==> config.mk <==
export PLATFORM = sky130hd
export DESIGN_NAME = ita_output_stage
export DESIGN_NICKNAME = d
export VERILOG_FILES = /design/src/rtl/ita_output_stage_pkg.sv /design/src/rtl/ita_output_fifo_mem.sv /design/src/rtl/ita_output_stage.sv
export SDC_FILE = /design/constraint.sdc
export NUM_CORES = 2
export LEC_CHECK = 0
export BUFFER_PORTS_ARGS = -buffer_cell sky130_fd_sc_hd__buf_2
export CAP_MARGIN = 10
export CELL_PAD_IN_SITES_DETAIL_PLACEMENT = 2
export CELL_PAD_IN_SITES_GLOBAL_PLACEMENT = 2
export CORE_AREA = 4 4 635 637
export DETAILED_ROUTE_END_ITERATION = 10
export DIE_AREA = 0 0 639 641
export GPL_TIMING_DRIVEN = 0
export MAX_ROUTING_LAYER = met4
export PLACE_DENSITY = 0.68
export SLEW_MARGIN = 20
export SYNTH_ARGS = -nofsm -noshare
export SYNTH_HDL_FRONTEND = slang
export SYNTH_SLANG_ARGS = --single-unit
==> constraint.sdc <==
create_clock -name clk_i -period 13.65 [get_ports clk_i]
set_input_delay 1.365 -clock clk_i [delete_from_list [all_inputs] [get_ports clk_i]]
set_output_delay 1.365 -clock clk_i [all_outputs]
set_load 0.05 [all_outputs]
==> src/rtl/ita_output_stage_pkg.sv <==
// Shared types and sizing for the ITA output stage: beat layout, lane mask and tile geometry.
package ita_output_stage_pkg;

  localparam int unsigned N            = 16;
  localparam int unsigned WO           = 8;
  localparam int unsigned M            = 64;
  localparam int unsigned OupFifoDepth = 32;
  localparam int unsigned BeatsPerTile = M * M / N;

  typedef logic [N-1:0][WO-1:0] oup_beat_t;
  typedef logic [N-1:0]         requant_oup_t;

  // Padded lanes carry garbage from the datapath; force them to zero.
  function automatic oup_beat_t mask_beat(oup_beat_t beat, requant_oup_t mask);
    oup_beat_t res;
    for (int i = 0; i < N; i++) begin
      res[i] = mask[i] ? beat[i] : '0;
    end
    return res;
  endfunction

endpackage

==> src/rtl/ita_output_fifo_mem.sv <==
// Flop-based beat storage for the output FIFO: one write port, asynchronous read.
module ita_output_fifo_mem
  import ita_output_stage_pkg::*;
#(
  parameter  int unsigned DEPTH = OupFifoDepth,
  localparam int unsigned PW    = $clog2(DEPTH)
) (
  input  logic          clk_i,
  input  logic          we,
  input  logic [PW-1:0] waddr,
  input  oup_beat_t     wdata,
  input  logic [PW-1:0] raddr,
  output oup_beat_t     rdata
);

  oup_beat_t mem_q [DEPTH];

  // Storage is never reset; the top gates the read data with the valid flag.
  always_ff @(posedge clk_i) begin
    if (we) begin
      mem_q[waddr] <= wdata;
    end
  end

  assign rdata = mem_q[raddr];

endmodule

==> src/rtl/ita_output_stage.sv <==
// Output stage: masks final result beats, buffers them in a FIFO and streams them out per MxM tile.
module ita_output_stage
  import ita_output_stage_pkg::*;
#(
  parameter  int unsigned DEPTH = OupFifoDepth,
  parameter  int unsigned BPT   = BeatsPerTile,
  localparam int unsigned PW    = $clog2(DEPTH),
  localparam int unsigned FW    = $clog2(DEPTH + 1),
  localparam int unsigned CW    = (BPT > 1) ? $clog2(BPT) : 1
) (
  input  logic            clk_i,
  input  logic            rst_ni,
  input  logic            clear_i,
  input  logic            in_valid_i,
  output logic            in_ready_o,
  input  logic [N*WO-1:0] in_data_i,
  input  requant_oup_t    in_mask_i,
  input  logic            in_last_i,
  output logic            oup_valid_o,
  input  logic            oup_ready_i,
  output logic [N*WO-1:0] oup_data_o,
  output logic            oup_last_o,
  output logic            tile_done_o,
  output logic [FW-1:0]   fill_o
);

  logic [PW-1:0] wr_ptr_q, rd_ptr_q;
  logic [FW-1:0] fill_q;
  logic [CW-1:0] cnt_q;
  logic          tile_done_q;
  logic          full, push, pop;
  oup_beat_t     wr_beat, head_beat;

  assign full        = (fill_q == FW'(DEPTH));
  assign in_ready_o  = rst_ni & ~full;
  assign oup_valid_o = (fill_q != '0);
  assign oup_last_o  = oup_valid_o & (cnt_q == CW'(BPT - 1));
  assign oup_data_o  = oup_valid_o ? head_beat : '0;
  assign tile_done_o = tile_done_q;
  assign fill_o      = fill_q;

  // Partial-sum beats are accepted but never stored; clear discards any handshake.
  assign push    = in_valid_i & in_ready_o & in_last_i & ~clear_i;
  assign pop     = oup_valid_o & oup_ready_i & ~clear_i;
  assign wr_beat = mask_beat(oup_beat_t'(in_data_i), in_mask_i);

  ita_output_fifo_mem #(.DEPTH(DEPTH)) i_mem (
    .clk_i (clk_i),
    .we    (push),
    .waddr (wr_ptr_q),
    .wdata (wr_beat),
    .raddr (rd_ptr_q),
    .rdata (head_beat)
  );

  always_ff @(posedge clk_i or negedge rst_ni) begin
    if (!rst_ni) begin
      wr_ptr_q <= '0;
      rd_ptr_q <= '0;
      fill_q   <= '0;
    end else if (clear_i) begin
      wr_ptr_q <= '0;
      rd_ptr_q <= '0;
      fill_q   <= '0;
    end else begin
      if (push) wr_ptr_q <= wr_ptr_q + PW'(1);
      if (pop)  rd_ptr_q <= rd_ptr_q + PW'(1);
      case ({push, pop})
        2'b10:   fill_q <= fill_q + FW'(1);
        2'b01:   fill_q <= fill_q - FW'(1);
        default: fill_q <= fill_q;
      endcase
    end
  end

  // Beat position within the current output tile advances only on handshaked output beats.
  always_ff @(posedge clk_i or negedge rst_ni) begin
    if (!rst_ni) begin
      cnt_q       <= '0;
      tile_done_q <= 1'b0;
    end else if (clear_i) begin
      cnt_q       <= '0;
      tile_done_q <= 1'b0;
    end else begin
      tile_done_q <= pop & oup_last_o;
      if (pop) begin
        cnt_q <= oup_last_o ? '0 : cnt_q + CW'(1);
      end
    end
  end

endmodule

# Yosys cells after proc, flatten, opt, wreduce, memory -nomap -nowiden
# Memory sizes are Yosys's and may differ from the RTL's.
# Index checks and enable logic that the tools add are counted.
# totals
register_bits	25
mem_bits_rw	4096
in_bits	150
memories	1
# classes
addsub	5
eq_ne	4
muxes	29
bitwise	10
n_reduce_logical	4
# mem_list
name	words	word_bits	rd	rd_ports_with_merged_regs	write_ports	line	text
i_mem.mem_q	32	128	1	0	1	ita_output_fifo_mem.sv:16	oup_beat_t mem_q [DEPTH];
# op_table
cell	count
2-to-1 mux 8 bit	19
2-to-1 mux 128 bit	1
2-to-1 mux 5 bit	4
case mux 6 bit (2 select lines)	1
adder 5 x 1 -> 5 bit (second input constant)	2
adder 8 x 1 -> 8 bit (second input constant)	1
AND 1 bit	8
equality test 8 bit (second input constant)	1
adder 6 x 1 -> 6 bit (second input constant)	1
equality test 6 bit (second input constant)	1
2-to-1 mux 6 bit	1
nonzero test 6 bit	1
subtractor 6 x 1 -> 6 bit (second input constant)	1
nonzero test 2 bit	2
2-to-1 mux 1 bit	3
nonzero test 3 bit	1
equality test 2 x 1 -> 1 bit (second input constant)	1
equality test 2 bit (second input constant)	1
NOT 1 bit	2

# Longest topological paths before layout
# depth
depth_word	9
ltp_mapped	12

# Cells and area by module
# From an unflattened synthesis, not the netlist that was laid out.
# hier_totals
cells_unflattened	6723
area_unflattened_um2	155764.4
# by_module_without_submodules
mod	instances	cells_each	area_per_inst_um2	seq_area_each_um2
ita_output_fifo_mem	1	6312	152673.9	122998.0
ita_output_stage	1	411	3090.5	625.6

# Worst setup path after synthesis
# OpenSTA, ideal clock, no wires.
# synth_path
path_kind	input to register
start	input port in_last_i
end	memory i_mem.mem_q[13][0] (netlist name) (enable)
setup_time_ns	0.617
t_arrival_ns	7.690
required_ns	13.033
setup_slack_ns	5.342
path_stages	5
cell_sequence	nand3_1 -> a31oi_1 -> nor2b_1 -> nand2_1 -> nor2_1
# synth_via
elab_chain_cells	4
# synth_lines
item	line	text
start, declared	ita_output_stage.sv:18	input logic in_last_i,
AND 1 bit (2 in series)	ita_output_stage.sv:43	assign push = in_valid_i & in_ready_o & in_last_i & ~clear_i;
2-to-1 mux 1 bit	ita_output_fifo_mem.sv:20	if (we) begin
2-to-1 mux 1 bit (not written as such)	ita_output_fifo_mem.sv:21	mem_q[waddr] <= wdata;
end, declared	ita_output_fifo_mem.sv:16	
# Every way passes these cells.

# Worst setup path after layout
# layout_path
start	register rd_ptr_q[0]
end	output port oup_data_o[2]
# layout_via
elab_chain_cells	2
# layout_lines
item	line	text
start, declared	ita_output_stage.sv:27	logic [PW-1:0] wr_ptr_q, rd_ptr_q;
start signal, assigned	ita_output_stage.sv:67	if (pop) rd_ptr_q <= rd_ptr_q + PW'(1);
memory read (32 x 128 bit)	-	
2-to-1 mux 128 bit	ita_output_stage.sv:38	assign oup_data_o = oup_valid_o ? head_beat : '0;
end, declared	ita_output_stage.sv:21	output logic [N*WO-1:0] oup_data_o,
# Every way passes these cells.

==> metrics.log <==
INFO  metric detail_route.wirelength.met1 = 197000 um
INFO  metric detailroute.wirelength.met3 = 30700 um
INFO  metric timing.rr.end = i_mem.mem_q[2][51]$_DFFE_PP_
INFO  metric layout.filler_cells = 34940
INFO  metric fp.dieArea = 410000 sq um
INFO  metric num_vias = 81000
INFO  metric clock_sinks = 4121
INFO  metric cts.hold.buffers_added = 0
INFO  metric drtAntennaViolNets = 0
INFO  metric clock.fmax = 144 MHz
INFO  metric p_clk_share = 35.3%
INFO  metric cts.reportedPaths.clkPinSlew = 0.07 ns
INFO  metric tritoncts.num_buffers = 433
INFO  metric synth.cells.most_frequent = 4096 x sky130_fd_sc_hd__edfxtp_1, 1024 x sky130_fd_sc_hd__mux4_2, 310 x sky130_fd_sc_hd__nor2_1
INFO  metric p_int = 23.2 mW
INFO  metric worst_slew_pin_slew = 1.20 ns
INFO  metric critical_path_class = flop to primary output
INFO  metric crit_fanout = 10
INFO  metric synth_area_leader_cell = sky130_fd_sc_hd__edfxtp_1
INFO  metric max-vdd-ir-drop = 184 uV
INFO  metric root_buffer = sky130_fd_sc_hd__clkbuf_16
INFO  metric worstSkewPairLatency = 0.99 ns
INFO  metric first_global_vias = 87812
INFO  metric syn-mean-instance-area = 22.7 sq um
INFO  metric met2_length = 274000 um
INFO  metric dr.max_layer_used = met4
INFO  metric result_of_the_run = finished, final reports clean
INFO  metric synthFlopType = sky130_fd_sc_hd__edfxtp_1
INFO  metric final_nets = 8134
INFO  metric finalWorstSetupSlack = 6.70 ns
INFO  metric initial_antenna_violation_count = 39
INFO  metric crit_top_cell = sky130_fd_sc_hd__buf_2
INFO  metric post_synth_main_area_contributors = sky130_fd_sc_hd__edfxtp_1 78%, sky130_fd_sc_hd__mux4_2 15%, sky130_fd_sc_hd__mux2_2 1.8%, sky130_fd_sc_hd__mux2i_1 1.6%, sky130_fd_sc_hd__a21oi_1 0.82%
INFO  metric fp.coreArea = 398000 sq um
INFO  metric gp_routability_congestion = 0.737
INFO  metric fp-row-count = 232
INFO  metric cts_setup_buffers = 0
INFO  metric worst-path-buf-inv = 5
INFO  metric netSwitchingPower = 10.1 mW
INFO  metric dp_slack = 7.51 ns
INFO  metric mean_routed_wirelength_per_cell = 38.3 um
INFO  metric maxSlewHeadroom = 20.0%
INFO  metric overall_fraction_of_global_route_tracks_in_use = 25.9%
INFO  metric power.sequential.fraction = 41.9%
INFO  metric async_reset_ff_share = 0.607%
INFO  metric crit_path_end = oup_data_o[2]
INFO  metric r2r_slack = 9.01 ns
INFO  metric critical_path_arrival = 5.59 ns
INFO  metric post_synth_instance_area = 159000 sq um
INFO  metric post-synth-top-count-cell = sky130_fd_sc_hd__edfxtp_1
INFO  metric layout_worst_path_cycle_share = 50.9%
INFO  metric yosys_warnings = 0
INFO  metric totalNegativeSetupSlack = 0 ns
INFO  metric critPathSlowestCell = sky130_fd_sc_hd__buf_2
INFO  metric syn_inst = 6986
INFO  metric multi_input_area = 33800 sq um
INFO  metric htree_num_levels = 5
INFO  metric total_power = 33.3 mW
INFO  metric fin_skew = 0.0369 ns
INFO  metric hp-class = input port to asynchronous set/reset pin
INFO  metric grt_overflow_total = 0
INFO  metric ys_seq_area_share = 77.9%
INFO  metric synth_enable_flop_cells = 4096
INFO  metric fin_util = 47.0%
INFO  metric setup.worst_path.start_class = flop
INFO  metric initial_core_util = 39.9%
INFO  metric hold_viol_final = 0
INFO  metric rsz0062_at_grt = false
INFO  metric max_cap_viol_count = 0
INFO  metric detail_route.wirelength = 523000 um
INFO  metric setup.worst_path.start = rd_ptr_q[0]$_DFFE_PN0P_
INFO  metric synth_cell_types = 43
INFO  metric num_io_pins = 288
INFO  metric dieHeight = 641 um
INFO  metric power_leakage = 56.9 nW
INFO  metric timing.critical_path.max_delay_family = buffers and inverters
INFO  metric critical_path_cell_count = 10
INFO  metric synth.net_count = 7145
INFO  metric grt_start_max_net_pins = 33
INFO  metric drv_slew = 0
INFO  metric drcViolationCount = 0
INFO  metric comb_power_share = 22.8%
INFO  metric setup-violations-final = 0
INFO  metric yosysTopAreaCellShare = 77.5%
INFO  metric portBuffers = 287
INFO  metric cp-end-kind = primary output
INFO  metric power_density = 178 nW/um^2
INFO  metric register_area = 124000 sq um
INFO  metric ctsResizeCount = 0
INFO  metric detailed_router_s_first_iteration_violation_count = 9544
INFO  metric number_of_register_bits_inferred_by_synthesis = 4121
INFO  metric cts_tree = yes
INFO  metric timing.critical_path.slowest_cell_delay = 0.81 ns
INFO  metric grt_pass1_wl = 732000 um
INFO  metric origin_of_the_critical_flop_to_flop_path = fill_o[1]$_DFFE_PN0P_
INFO  metric detail_route.first_pass.iterations = 5
INFO  metric place_hpwl = 340000 um
INFO  metric cts_max_path_buffers = 4
INFO  metric instances_no_fill = 13645
INFO  metric drive_gt1_share = 33.5%
INFO  metric worst_ep_required_time = 12.28 ns
INFO  metric die_w = 639 um
INFO  metric r2r.worst_path.cells = 9
INFO  metric sw_frac_of_total = 30.3%
INFO  metric vias_per_cell = 5.94
INFO  metric area_overhead_of_the_layout_relative_to_synthesis = 17.8%
INFO  metric timing.final.crit_period = 6.95 ns
INFO  metric placedCellCount = 12803
INFO  metric cells_along_the_critical_path = buf_2, buf_2, buf_2, buf_4, mux4_2, mux2i_1, nor2_1, a21oi_1, o22ai_1, buf_2
==> power by group through the flow <==
stage / registers [mW] / clock network (mW) / logic [mW]
6_report: 14.0 / 11.7 / 7.61
5_1_grt: 14.0 / 12.5 / 7.97
4_1_cts: 14.0 / 11.9 / 7.72
3_5_place_dp: 14.2 / 0 / 7.61
3_3_place_gp: 14.2 / 0 / 7.29
2_1_floorplan: 14.2 / 0 / 4.95
==> cells by family (layout without fill, tap and decap cells) <==
| logic type | Yosys count | after routing | synth area share [%] |
|---|---|---|---|
| simple gates | 500 | 500 | 1.44 |
| other cells | 0 | 46 | 0 |
| xor+xnor | 14 | 14 | 0.0773 |
| flops | 4121 | 4121 | 77.9 |
| buf+inv | 389 | 1737 | 1.07 |
| mux | 1538 | 1538 | 18.0 |
| compound gates | 415 | 415 | 1.46 |
| fa+ha+maj | 9 | 9 | 0.0710 |
==> flip-flops by register name, summed over array words and instances (netlist names) <==
| signal | cells |
|---|---|
| tile_done_o | 1 |
| wr_ptr_q | 5 |
| i_mem.mem_q | 4096 |
| rd_ptr_q | 5 |
| fill_o | 6 |
| cnt_q | 8 |
==> cell type report <==
cell class                 count  share of cell area [%]
antenna                       46                  0.0616
timing repair buffer         554                    3.98
sequential                  4121                    66.1
tap                         5265                    3.52
inverter                       8                  0.0161
clock buffer                 517                    5.99
multi-input combinational   2476                    18.1
buffer                       381                   0.934
clock inverter               277                    1.30
==> how the worst min path moves through the flow <==
stage                         start                    end  cells after the start
2_1_floorplan  cnt_q[3]$_DFFE_PN0P_   cnt_q[3]$_DFFE_PN0P_                      1
3_3_place_gp   cnt_q[3]$_DFFE_PN0P_   cnt_q[3]$_DFFE_PN0P_                      1
3_5_place_dp   cnt_q[3]$_DFFE_PN0P_   cnt_q[3]$_DFFE_PN0P_                      1
4_1_cts                      rst_ni  fill_o[5]$_DFFE_PN0P_                      1
5_1_grt                      rst_ni  fill_o[0]$_DFFE_PN0P_                      1
6_report                     rst_ni  fill_o[0]$_DFFE_PN0P_                      1
==> stage by stage <==
stage | hold WS [ns] | instance area, sq um
finish | 0.432 | 187000
CTS | 0.355 | 187000
global placement | 0.488 | 167000
global route | 0.428 | 187000
floorplan | 0.467 | 159000
detailed placement | 0.508 | 173000
==> cell usage in the layout, fill, tap and decap left out, types with 5 or more instances in the layout <==
cell / n
sky130_fd_sc_hd__o22ai_1: 128
sky130_fd_sc_hd__clkinvlp_4: 14
sky130_fd_sc_hd__xnor2_1: 5
sky130_fd_sc_hd__nand2_1: 29
sky130_fd_sc_hd__mux2i_1: 258
sky130_fd_sc_hd__diode_2: 46
sky130_fd_sc_hd__mux2_2: 256
sky130_fd_sc_hd__xor2_1: 9
sky130_fd_sc_hd__dfrtp_1: 25
sky130_fd_sc_hd__clkinv_4: 5
sky130_fd_sc_hd__buf_1: 21
sky130_fd_sc_hd__buf_16: 94
sky130_fd_sc_hd__clkinv_2: 98
sky130_fd_sc_hd__ha_1: 9
sky130_fd_sc_hd__nand3_1: 8
sky130_fd_sc_hd__edfxtp_1: 4096
sky130_fd_sc_hd__a21oi_1: 261
sky130_fd_sc_hd__inv_6: 7
sky130_fd_sc_hd__inv_1: 8
sky130_fd_sc_hd__bufinv_16: 34
sky130_fd_sc_hd__clkbuf_2: 16
sky130_fd_sc_hd__mux4_2: 1024
sky130_fd_sc_hd__nor2_4: 32
sky130_fd_sc_hd__buf_2: 425
sky130_fd_sc_hd__clkinv_8: 7
sky130_fd_sc_hd__clkinv_1: 102
sky130_fd_sc_hd__o21ai_0: 9
sky130_fd_sc_hd__buf_8: 7
sky130_fd_sc_hd__clkbuf_1: 257
sky130_fd_sc_hd__and2_1: 6
sky130_fd_sc_hd__inv_16: 9
sky130_fd_sc_hd__and2_2: 123
sky130_fd_sc_hd__clkbuf_4: 14
sky130_fd_sc_hd__clkbuf_16: 435
sky130_fd_sc_hd__buf_4: 15
sky130_fd_sc_hd__buf_12: 165
sky130_fd_sc_hd__nor2_1: 278
==> worst reg2reg max path, cell delays in order (launching register included) <==
cell and delay [ns]:
sky130_fd_sc_hd__dfrtp_1 0.52, sky130_fd_sc_hd__nor3_4 0.13, sky130_fd_sc_hd__a31oi_1 0.79, sky130_fd_sc_hd__nor2b_1 0.42
sky130_fd_sc_hd__nand2_1 0.59, sky130_fd_sc_hd__nor2_4 0.92, sky130_fd_sc_hd__buf_12 0.28, sky130_fd_sc_hd__buf_12 0.25
sky130_fd_sc_hd__buf_12 0.25, sky130_fd_sc_hd__buf_16 0.19
==> metal layers <==
| metal | GRT usage, % | vias up |
|---|---|---|
| li1 | - | 31561 |
| met1 | 31.8 | 45018 |
| met2 | 44.5 | 3627 |
| met3 | 2.88 | 794 |
| met4 | 9.46 | 0 |
| met5 | - | - |
(Power assumes the default switching activity.)
